$ cat config.mk
export PLATFORM = sky130hd
export DESIGN_NAME = timer_sched
export DESIGN_NICKNAME = d
export VERILOG_FILES = /design/src/rtl/timer_sched.sv
export SDC_FILE = /design/constraint.sdc
export NUM_CORES = 1
export LEC_CHECK = 0
export ABC_CLOCK_PERIOD_IN_PS = 4000
export BUFFER_PORTS_ARGS = -buffer_cell sky130_fd_sc_hd__buf_2
export CORE_MARGIN = 1
export CORE_UTILIZATION = 30
export CTS_CLUSTER_SIZE = 40
export DETAILED_ROUTE_END_ITERATION = 7
export SLEW_MARGIN = 5
export SYNTH_ARGS = -nofsm -noshare
export SYNTH_HDL_FRONTEND = slang
export SYNTH_SLANG_ARGS = --single-unit
$ cat constraint.sdc
create_clock -name clk -period 4 [get_ports clk]
set_input_delay 0.8 -clock clk [delete_from_list [all_inputs] [get_ports clk]]
set_output_delay 0.8 -clock clk [all_outputs]
set_load 0.005 [all_outputs]
$ cat src/rtl/timer_sched.sv
// timer_sched: shares one timer_core among NUM_REQ requesters with round-robin
// arbitration. Each winner gets a one-shot down-count of its requested delay, and
// a req/done 4-phase handshake reports completion.
// Optional build macro TIMER_SCHED_PRESCALE_EN adds per-requester prescaler values
// (pre_i) that are forwarded to timer_core while the owner's count is active.
module timer_sched #(
  parameter int NUM_REQ = 4,
  parameter int CNT_W   = 32,
  parameter int PRE_W   = 16
) (
  input  logic                     clk,
  input  logic                     rst_n,
  input  logic [NUM_REQ-1:0]       req_i,
  input  logic [NUM_REQ*CNT_W-1:0] delay_i,
  output logic [NUM_REQ-1:0]       grant_o,
  output logic [NUM_REQ-1:0]       done_o,
  output logic                     busy_o,
  output logic                     tmr_en,
  output logic                     tmr_mode,
  output logic                     tmr_dir,
  output logic [CNT_W-1:0]         tmr_load_val,
  output logic                     tmr_load_cmd,
  output logic                     tmr_pre_en,
  output logic [PRE_W-1:0]         tmr_pre_val,
  input  logic                     tmr_irq
`ifdef TIMER_SCHED_PRESCALE_EN
  ,
  input  logic [NUM_REQ*PRE_W-1:0] pre_i
`endif
);

  localparam int IDX_W = (NUM_REQ > 1) ? $clog2(NUM_REQ) : 1;

  typedef enum logic [1:0] {
    IDLE = 2'd0,
    LOAD = 2'd1,
    RUN  = 2'd2,
    DONE = 2'd3
  } state_t;

  state_t               state_r, state_s;
  logic [IDX_W-1:0]     idx_r, idx_s;
  logic [IDX_W-1:0]     last_grant_r, last_grant_s;
  logic [CNT_W-1:0]     delay_r, delay_s;
  logic [IDX_W:0]       pick_s;
  logic [CNT_W-1:0]     win_delay_s;
  logic                 owner_req_s;
  logic                 timing_s;
  logic [NUM_REQ-1:0]   grant_s, done_s;
  logic                 busy_s, en_s, load_cmd_s;
  logic [CNT_W-1:0]     load_val_s;

  // Returns {found, index} of the first set request after 'last', wrapping around.
  function automatic logic [IDX_W:0] rr_pick(input logic [NUM_REQ-1:0] req,
                                              input logic [IDX_W-1:0]   last);
    logic [IDX_W:0]   res;
    logic [IDX_W-1:0] cand;
    res = {(IDX_W+1){1'b0}};
    // Scan farthest-first so the nearest candidate after 'last' is kept.
    for (int i = NUM_REQ; i >= 1; i--) begin
      cand = ((int'(last) + i) >= NUM_REQ) ? IDX_W'(int'(last) + i - NUM_REQ)
                                           : IDX_W'(int'(last) + i);
      res  = req[cand] ? {1'b1, cand} : res;
    end
    return res;
  endfunction

  assign tmr_mode = 1'b0;
  assign tmr_dir  = 1'b0;

  // Arbitration result and the winner's delay slice.
  always_comb begin
    pick_s      = rr_pick(req_i, last_grant_r);
    win_delay_s = {CNT_W{1'b0}};
    for (int k = 0; k < NUM_REQ; k++) begin
      win_delay_s = (pick_s[IDX_W-1:0] == IDX_W'(k)) ? delay_i[k*CNT_W +: CNT_W] : win_delay_s;
    end
    owner_req_s = req_i[idx_r];
  end

  // Next-state decision and next values of every registered output.
  always_comb begin
    state_s      = state_r;
    idx_s        = idx_r;
    delay_s      = delay_r;
    last_grant_s = last_grant_r;
    case (state_r)
      IDLE: begin
        if (pick_s[IDX_W]) begin
          idx_s        = pick_s[IDX_W-1:0];
          delay_s      = win_delay_s;
          last_grant_s = pick_s[IDX_W-1:0];
          state_s      = (win_delay_s != {CNT_W{1'b0}}) ? LOAD : DONE;
        end else begin
          state_s = IDLE;
        end
      end
      LOAD: begin
        if (!owner_req_s) begin
          state_s = IDLE;
        end else begin
          state_s = RUN;
        end
      end
      RUN: begin
        // A dropped request cancels even when irq arrives on the same edge.
        if (!owner_req_s) begin
          state_s = IDLE;
        end else if (tmr_irq) begin
          state_s = DONE;
        end else begin
          state_s = RUN;
        end
      end
      DONE: begin
        if (!owner_req_s) begin
          state_s = IDLE;
        end else begin
          state_s = DONE;
        end
      end
      default: begin
        state_s = IDLE;
      end
    endcase

    timing_s   = (state_s == LOAD) || (state_s == RUN);
    grant_s    = (state_s != IDLE) ? ({{(NUM_REQ-1){1'b0}}, 1'b1} << idx_s) : {NUM_REQ{1'b0}};
    done_s     = (state_s == DONE) ? grant_s : {NUM_REQ{1'b0}};
    busy_s     = (state_s != IDLE);
    en_s       = (state_s == RUN);
    load_cmd_s = (state_s == LOAD);
    load_val_s = timing_s ? delay_s : {CNT_W{1'b0}};
  end

  // State, owner bookkeeping and registered handshake/timer outputs.
  always_ff @(posedge clk or negedge rst_n) begin
    if (!rst_n) begin
      state_r      <= IDLE;
      idx_r        <= {IDX_W{1'b0}};
      delay_r      <= {CNT_W{1'b0}};
      last_grant_r <= IDX_W'(NUM_REQ - 1);
      grant_o      <= {NUM_REQ{1'b0}};
      done_o       <= {NUM_REQ{1'b0}};
      busy_o       <= 1'b0;
      tmr_en       <= 1'b0;
      tmr_load_cmd <= 1'b0;
      tmr_load_val <= {CNT_W{1'b0}};
    end else begin
      state_r      <= state_s;
      idx_r        <= idx_s;
      delay_r      <= delay_s;
      last_grant_r <= last_grant_s;
      grant_o      <= grant_s;
      done_o       <= done_s;
      busy_o       <= busy_s;
      tmr_en       <= en_s;
      tmr_load_cmd <= load_cmd_s;
      tmr_load_val <= load_val_s;
    end
  end

`ifdef TIMER_SCHED_PRESCALE_EN
  logic [PRE_W-1:0] pre_r, pre_s, win_pre_s;

  // Winner's prescaler slice, captured together with its delay.
  always_comb begin
    win_pre_s = {PRE_W{1'b0}};
    for (int k = 0; k < NUM_REQ; k++) begin
      win_pre_s = (pick_s[IDX_W-1:0] == IDX_W'(k)) ? pre_i[k*PRE_W +: PRE_W] : win_pre_s;
    end
    if ((state_r == IDLE) && pick_s[IDX_W]) begin
      pre_s = win_pre_s;
    end else begin
      pre_s = pre_r;
    end
  end

  // Latched prescaler and its forwarding while the count is loaded or running.
  always_ff @(posedge clk or negedge rst_n) begin
    if (!rst_n) begin
      pre_r       <= {PRE_W{1'b0}};
      tmr_pre_en  <= 1'b0;
      tmr_pre_val <= {PRE_W{1'b0}};
    end else begin
      pre_r       <= pre_s;
      tmr_pre_en  <= timing_s && (pre_s != {PRE_W{1'b0}});
      tmr_pre_val <= timing_s ? pre_s : {PRE_W{1'b0}};
    end
  end
`else
  assign tmr_pre_en  = 1'b0;
  assign tmr_pre_val = {PRE_W{1'b0}};
`endif

endmodule

==> impl_metrics.tcl, run 1 <==
set metrics [dict create \
    top_layer "met4" \
    synth_top_family_by_area "simple AND/OR/NAND/NOR gates" \
    portBuffers 177 \
    cts_buffers 9 \
    die_area_um2 14500 \
    num_rows 42 \
    synth.top_cell.area_share 0.469 \
    slew_headroom 0.320 \
    clockBufferDepth 2 \
    hold_violations 0 \
    post_cts_resized 0 \
    overflow 0 \
    drive_gt1_frac 0.363 \
    power_density_nw_per_um2 808 \
    setup_viol 0 \
    clock_sinks 81 \
    timing.setup.tns_ps 0 \
    fin_crit_ps 3650 \
    drc 0 \
    cp_data_required_time_ps 4250 \
    htree_levels 3 \
    grt_usage 0.180 \
    wl_met1_mm 5.45 \
    first_iter_violations 271 \
    synth_xor_area_frac 0 \
    crit_fanout 18 \
    clock-skew-final_ps 9.46 \
    synth_warnings 0 \
    synth_cell_types 45 \
    die_w_um 121 \
    mostFrequentLayoutCells "176 x buf_2, 121 x nand2_1, 79 x dfrtp_1" \
    multiInputGateArea_um2 1950 \
    max_clock_freq_mhz 274 \
    start_util 0.313 \
    regArea_um2 2030 \
    vdd_drop_max_v 0.000321 \
    synth_compound_area_frac 0.162 \
    antenna_violating_nets_post_route 0 \
    area.growth.synth_to_final_pct 32.3 \
    syn-instance-count 466 \
    postCtsHoldBufs 0 \
    viasPerCell 4.74 \
    drv_cap 0 \
    cts_tree "done" \
    clk_latency_ps 330 \
    setup_ws_ps 349 \
    cp-start-kind "input pin" \
    post_drt_wl_per_cell_um 15.4 \
    syn_area_um2 4210 \
    core_area_um2 13500 \
    path_class "input pin to flip-flop" \
    finalCritPeriodShare 0.913 \
    hpwl_mm 9.68 \
    synth-simple-area-share 0.218 \
    rsz0062_at_grt "no" \
    grt_pass1_vias 3939 \
    ys_seq_elements 81 \
    io_pins 197 \
    grt_pass1_wl_mm 19.9 \
    synth.avg_cell_area_um2 9.04 \
    place.gp.congestion 0.789 \
    clk_pin_slew_ps 60 \
    slew_violations 0 \
    post-cts-setup-buffer-count 0 \
    arrival_ps 3900 \
    status "finished clean" \
    hold_class "flip-flop to flip-flop" \
    vias 3876 \
    grt_antenna_before_repair 0 \
    drt-total-wl_mm 12.6 \
    p_leak_uw 0.00285 \
    worst_pin_slew_ps 1020 \
    die_h_um 121 \
    final_net_count 776 \
    wl_met3_um 798 \
    synth-seq-area-share 0.482 \
    preCtsSetupSlack_ps 18.8 \
    synth_area_leaders "dfrtp_1 47%, nand2_1 11%, a21oi_1 7.2%" \
    first_pass_iters 5 \
    grt_max_degree 82 \
    wl_met2_mm 6.25 \
    cp-end-kind "flip-flop" \
    fillers 1361 \
    clock-root-buffer "clkbuf_16" \
    synth_top_area_cell "dfrtp_1" \
    antenna_cells 0 \
    synthAdderAreaFrac 0.0119 \
    final_common_cell "buf_2" \
    synth_mux_area_frac 0.0499 \
]
## kinds of logic (layout without fill, tap and decap cells)
family                   after synthesis  count (layout)
AO/OA/AOI/OAI                        111             111
adder cells (fa/ha/maj)                4               4
buffers and inverters                 53             211
flip-flops                            81              81
multiplexers                          18              18
other                                  1              19
AND/OR/NAND/NOR                      198             198
## metrics by stage
stage	hold WS, ps	total power [uW]	area, um2	util	std cells
final	469	4500	5570	0.414	818
after global routing	486	4880	5570	0.414	818
after CTS	473	4560	5570	0.414	818
after detailed placement	455	3670	5250	0.390	802
after global placement	450	3610	5250	0.390	802
after floorplan	434	2840	4280	-	484
## worst max-delay path, cell delays in order
cell and delay [ps]:
buf_2 130, nand2_1 80, a31oi_1 240, nand2_1 420
buf_4 380, a21oi_1 140, a22o_1 210, nand3_1 130
nor4_1 340, buf_4 200, a31oi_1 110, ha_1 400
buf_12 180, a21oi_1 130
## layer usage
metal  track usage  vias up
met5             0        -
met4        0.0517        0
met3        0.0396       10
met2         0.303      134
met1         0.232     1824
li1              -     1908
## layout make-up
cell class                      instances  share of cell area
Clock inverter                          5              0.0144
Clock buffer                           11              0.0436
Sequential cell                        81               0.364
Multi-Input combinational cell        350               0.351
Inverter                                4             0.00269
Timing Repair Buffer                  191               0.185
Tap cell                              176              0.0395
## final timing paths
| kind | cells past startpoint | endpoint | slack [ps] | start |
|---|---|---|---|---|
| max | 14 | tmr_load_val[30]$_DFF_PN0_ | 350 | req_i[3] |
| min reg2reg | 2 | delay_r[21]$_DFF_PN0_ | 470 | delay_r[21]$_DFF_PN0_ |
| min | 2 | delay_r[21]$_DFF_PN0_ | 470 | delay_r[21]$_DFF_PN0_ |
| max reg2reg | 13 | tmr_load_val[30]$_DFF_PN0_ | 370 | last_grant_r[1]$_DFFE_PN1P_ |
| min in group asynchronous | 1 | tmr_load_val[29]$_DFF_PN0_ | 630 | rst_n |
| max in group asynchronous | 1 | tmr_load_val[23]$_DFF_PN0_ | 2690 | rst_n |
## synth_stat cells
| library cell | count |
|---|---|
| a211o_1 | 1 |
| a21boi_1 | 1 |
| a21o_1 | 2 |
| a21oi_1 | 61 |
| a21oi_2 | 2 |
| a22o_1 | 5 |
| a22oi_1 | 19 |
| a31o_1 | 1 |
| a31oi_1 | 3 |
| and2_1 | 1 |
| and3_1 | 1 |
| buf_1 | 5 |
| buf_2 | 8 |
| buf_4 | 21 |
| buf_6 | 4 |
| clkbuf_1 | 11 |
| conb_1 | 1 |
| dfrtp_1 | 79 |
| dfstp_2 | 2 |
| ha_1 | 4 |
| inv_1 | 4 |
| mux2_2 | 14 |
| mux2i_1 | 3 |
| mux4_2 | 1 |
| nand2_1 | 121 |
| nand2b_1 | 3 |
| nand3_1 | 20 |
| nand4_1 | 1 |
| nor2_1 | 9 |
| nor2b_1 | 23 |
| nor2b_2 | 1 |
| nor3_1 | 7 |
| nor4_1 | 3 |
| nor4_2 | 1 |
| nor4_4 | 1 |
| o211a_4 | 1 |
| o211ai_1 | 1 |
| o211ai_2 | 1 |
| o21a_1 | 2 |
| o21ai_0 | 7 |
| o21ai_1 | 2 |
| o31ai_1 | 1 |
| o32a_1 | 1 |
| or4_1 | 4 |
| or4_4 | 2 |
## state kept, by name, indices dropped and copies added, names as in the netlist
name,flops
tmr_en,1
delay_r,32
tmr_load_val,32
idx_r,2
busy_o,1
tmr_load_cmd,1
grant_o,4
done_o,4
state_r,2
last_grant_r,2
## power breakdown
group	internal [uW]	total, uW	switching [uW]	leakage (uW)
Clock	563	877	314	0.000152
Sequential	1200	1320	123	0.00102
Combinational	959	2310	1350	0.00169
Total	2720	4500	1780	0.00285
Note: power is estimated with default switching activity, not from simulation.
==> run 2, diff against run 1 <==
- REMOVE_ABC_BUFFERS: unset -> 1
==> run 2 against run 1 <==
  * Count of clock-buffer cells in the layout unchanged
  * Clock power is 3.8% lower
  * Via count grew 2.5%
  * Sequential cell count stayed put
  * Setup slack better by 71 ps
  * Clock skew shrank 1.8 ps
  * Hold slack worse by 3.2 ps
  * Maximum frequency grew 2.0%
  * Register-to-register slack improved by 150 ps
  * Non-clock buffer count is 1 higher
  * Highest routed layer unchanged
==> impl_metrics.tcl, run 2 (same netlist as run 1, synthesis figures left out) <==
set metrics [dict create \
    status "finished clean" \
    post_cts_resized 0 \
    reg2reg_slack_ps 520 \
    cp-end-kind "flip-flop" \
    grt_max_degree 82 \
    r2r-end "tmr_load_val[9]$_DFF_PN0_" \
    postCtsHoldBufs 0 \
    slew_violations 0 \
    rsz0062_at_grt "no" \
    path_class "input pin to flip-flop" \
    drv_cap 0 \
    timing.setup.tns_ps 0 \
    first_iter_violations 177 \
    vias 3973 \
    fin_area_um2 5580 \
    drc 0 \
    hpwl_mm 8.95 \
    worst_pin_slew_ps 993 \
    r2r_cells 11 \
    antenna_violating_nets_post_route 0 \
    grt_antenna_before_repair 0 \
    viasPerCell 4.85 \
    top_regs "delay_r (32), tmr_load_val (32)" \
    die_area_um2 14500 \
    portBuffers 177 \
    cts_buffers 9 \
    pwr-share-seq 0.295 \
    hold_class "flip-flop to flip-flop" \
    power_density_nw_per_um2 795 \
    cp_data_required_time_ps 4240 \
    place_area_um2 5270 \
    vdd_drop_max_v 0.000314 \
    switchingPower_uw 1770 \
    drive_gt1_frac 0.367 \
    final_common_cell "buf_2" \
    die_w_um 121 \
    max_clock_freq_mhz 279 \
    p_leak_uw 0.00286 \
    p_int_uw 2670 \
    core_area_um2 13500 \
    hold_violations 0 \
    fin_crit_ps 3580 \
    clockPowerShare 0.190 \
    arrival_ps 3820 \
    slew_headroom 0.338 \
    drt-total-wl_mm 12.0 \
    start_util 0.313 \
    grt_pass1_vias 3840 \
    cts_tree "done" \
    critPathLaunch "req_i[3]" \
    clockBufferDepth 2 \
    die_h_um 121 \
    switching_share 0.399 \
    first_pass_iters 7 \
    io_pins 197 \
    grt_usage 0.168 \
    grt_pass1_wl_mm 18.7 \
    antenna_cells 0 \
    post-cts-setup-buffer-count 0 \
    crit_fanout 41 \
    num_rows 42 \
    clock_sinks 81 \
    place.gp.congestion 0.835 \
    setup_viol 0 \
    finalCritPeriodShare 0.895 \
    clock-root-buffer "clkbuf_16" \
    clk_latency_ps 330 \
    area.growth.synth_to_final_pct 32.5 \
    cp-start-kind "input pin" \
    crit_end "tmr_load_val[9]$_DFF_PN0_" \
    comb_power_share 0.515 \
    mostFrequentLayoutCells "176 x buf_2, 121 x nand2_1, 79 x dfrtp_1" \
    overflow 0 \
    htree_levels 3 \
    clk_pin_slew_ps 50 \
    post_drt_wl_per_cell_um 14.7 \
    clock-skew-final_ps 7.68 \
    r2r-start "last_grant_r[1]$_DFFE_PN1P_" \
    final_net_count 777 \
]
-- run 2: changes by cell type in the layout (fill, tap and decap cells not counted), sizes merged --
cell,delta
buf,+1
inv,+2
bufinv,-1
clkinvlp,-1
-- run 2: worst min-delay path by stage --
stage	from	to	slack [ps]	depth (start not counted)
after detailed placement	delay_r[21]$_DFF_PN0_	delay_r[21]$_DFF_PN0_	450	2
after floorplan	delay_r[21]$_DFF_PN0_	delay_r[21]$_DFF_PN0_	430	2
after global placement	delay_r[4]$_DFF_PN0_	delay_r[4]$_DFF_PN0_	450	2
after CTS	delay_r[21]$_DFF_PN0_	delay_r[21]$_DFF_PN0_	470	2
final	delay_r[7]$_DFF_PN0_	delay_r[7]$_DFF_PN0_	470	2
after global routing	delay_r[7]$_DFF_PN0_	delay_r[7]$_DFF_PN0_	480	2
-- run 2: layer usage --
| layer | vias to the layer above | wire, um | global-route usage | part of all wire |
|---|---|---|---|---|
| met3 | 11 | 789 | 0.0302 | 0.066 |
| met4 | 0 | 134 | 0.0494 | 0.011 |
| met1 | 1872 | 5100 | 0.204 | 0.42 |
| li1 | 1908 | - | - | - |
| met2 | 182 | 6010 | 0.300 | 0.50 |
| met5 | - | 0 | 0 | 0 |
-- run 2: final cells by class --
cell class                 count  area [um2]
inverter                       4        15.0
clock buffer                  11         253
timing repair buffer         192        1050
multi-input combinational    350        1950
sequential                    81        2030
fill                        1376        7870
tap                          176         220
clock inverter                 5        60.1
-- run 2: power groups by stage --
stage / Clock (uW) / Combinational (uW) / Sequential [uW]
global placement: 0 / 2230 / 1320
global route: 897 / 2560 / 1340
detailed placement: 0 / 2310 / 1320
finish: 844 / 2290 / 1310
CTS: 868 / 2320 / 1310
floorplan: 0 / 1400 / 1310
-- run 2: metrics by stage --
stage / hold WS, ps / instances / setup slack (ps) / utilization / total power (uW)
floorplan: 434 / 435 / -736 / - / 2720
global placement: 450 / 803 / 146 / 0.392 / 3550
detailed placement: 453 / 803 / 36.3 / 0.392 / 3640
CTS: 468 / 819 / 369 / 0.415 / 4500
global route: 479 / 819 / 187 / 0.415 / 4810
finish: 465 / 819 / 420 / 0.415 / 4440
-- run 2: critical path, cell delays in order --
cell	delay [ps]
buf_2	120
nor2b_2	160
a21oi_2	200
o211a_4	490
buf_4	370
nor3_1	70
o32a_1	330
nand4_1	120
nor4_1	70
buf_4	150
a31oi_1	240
ha_1	320
buf_12	180
a21oi_1	130
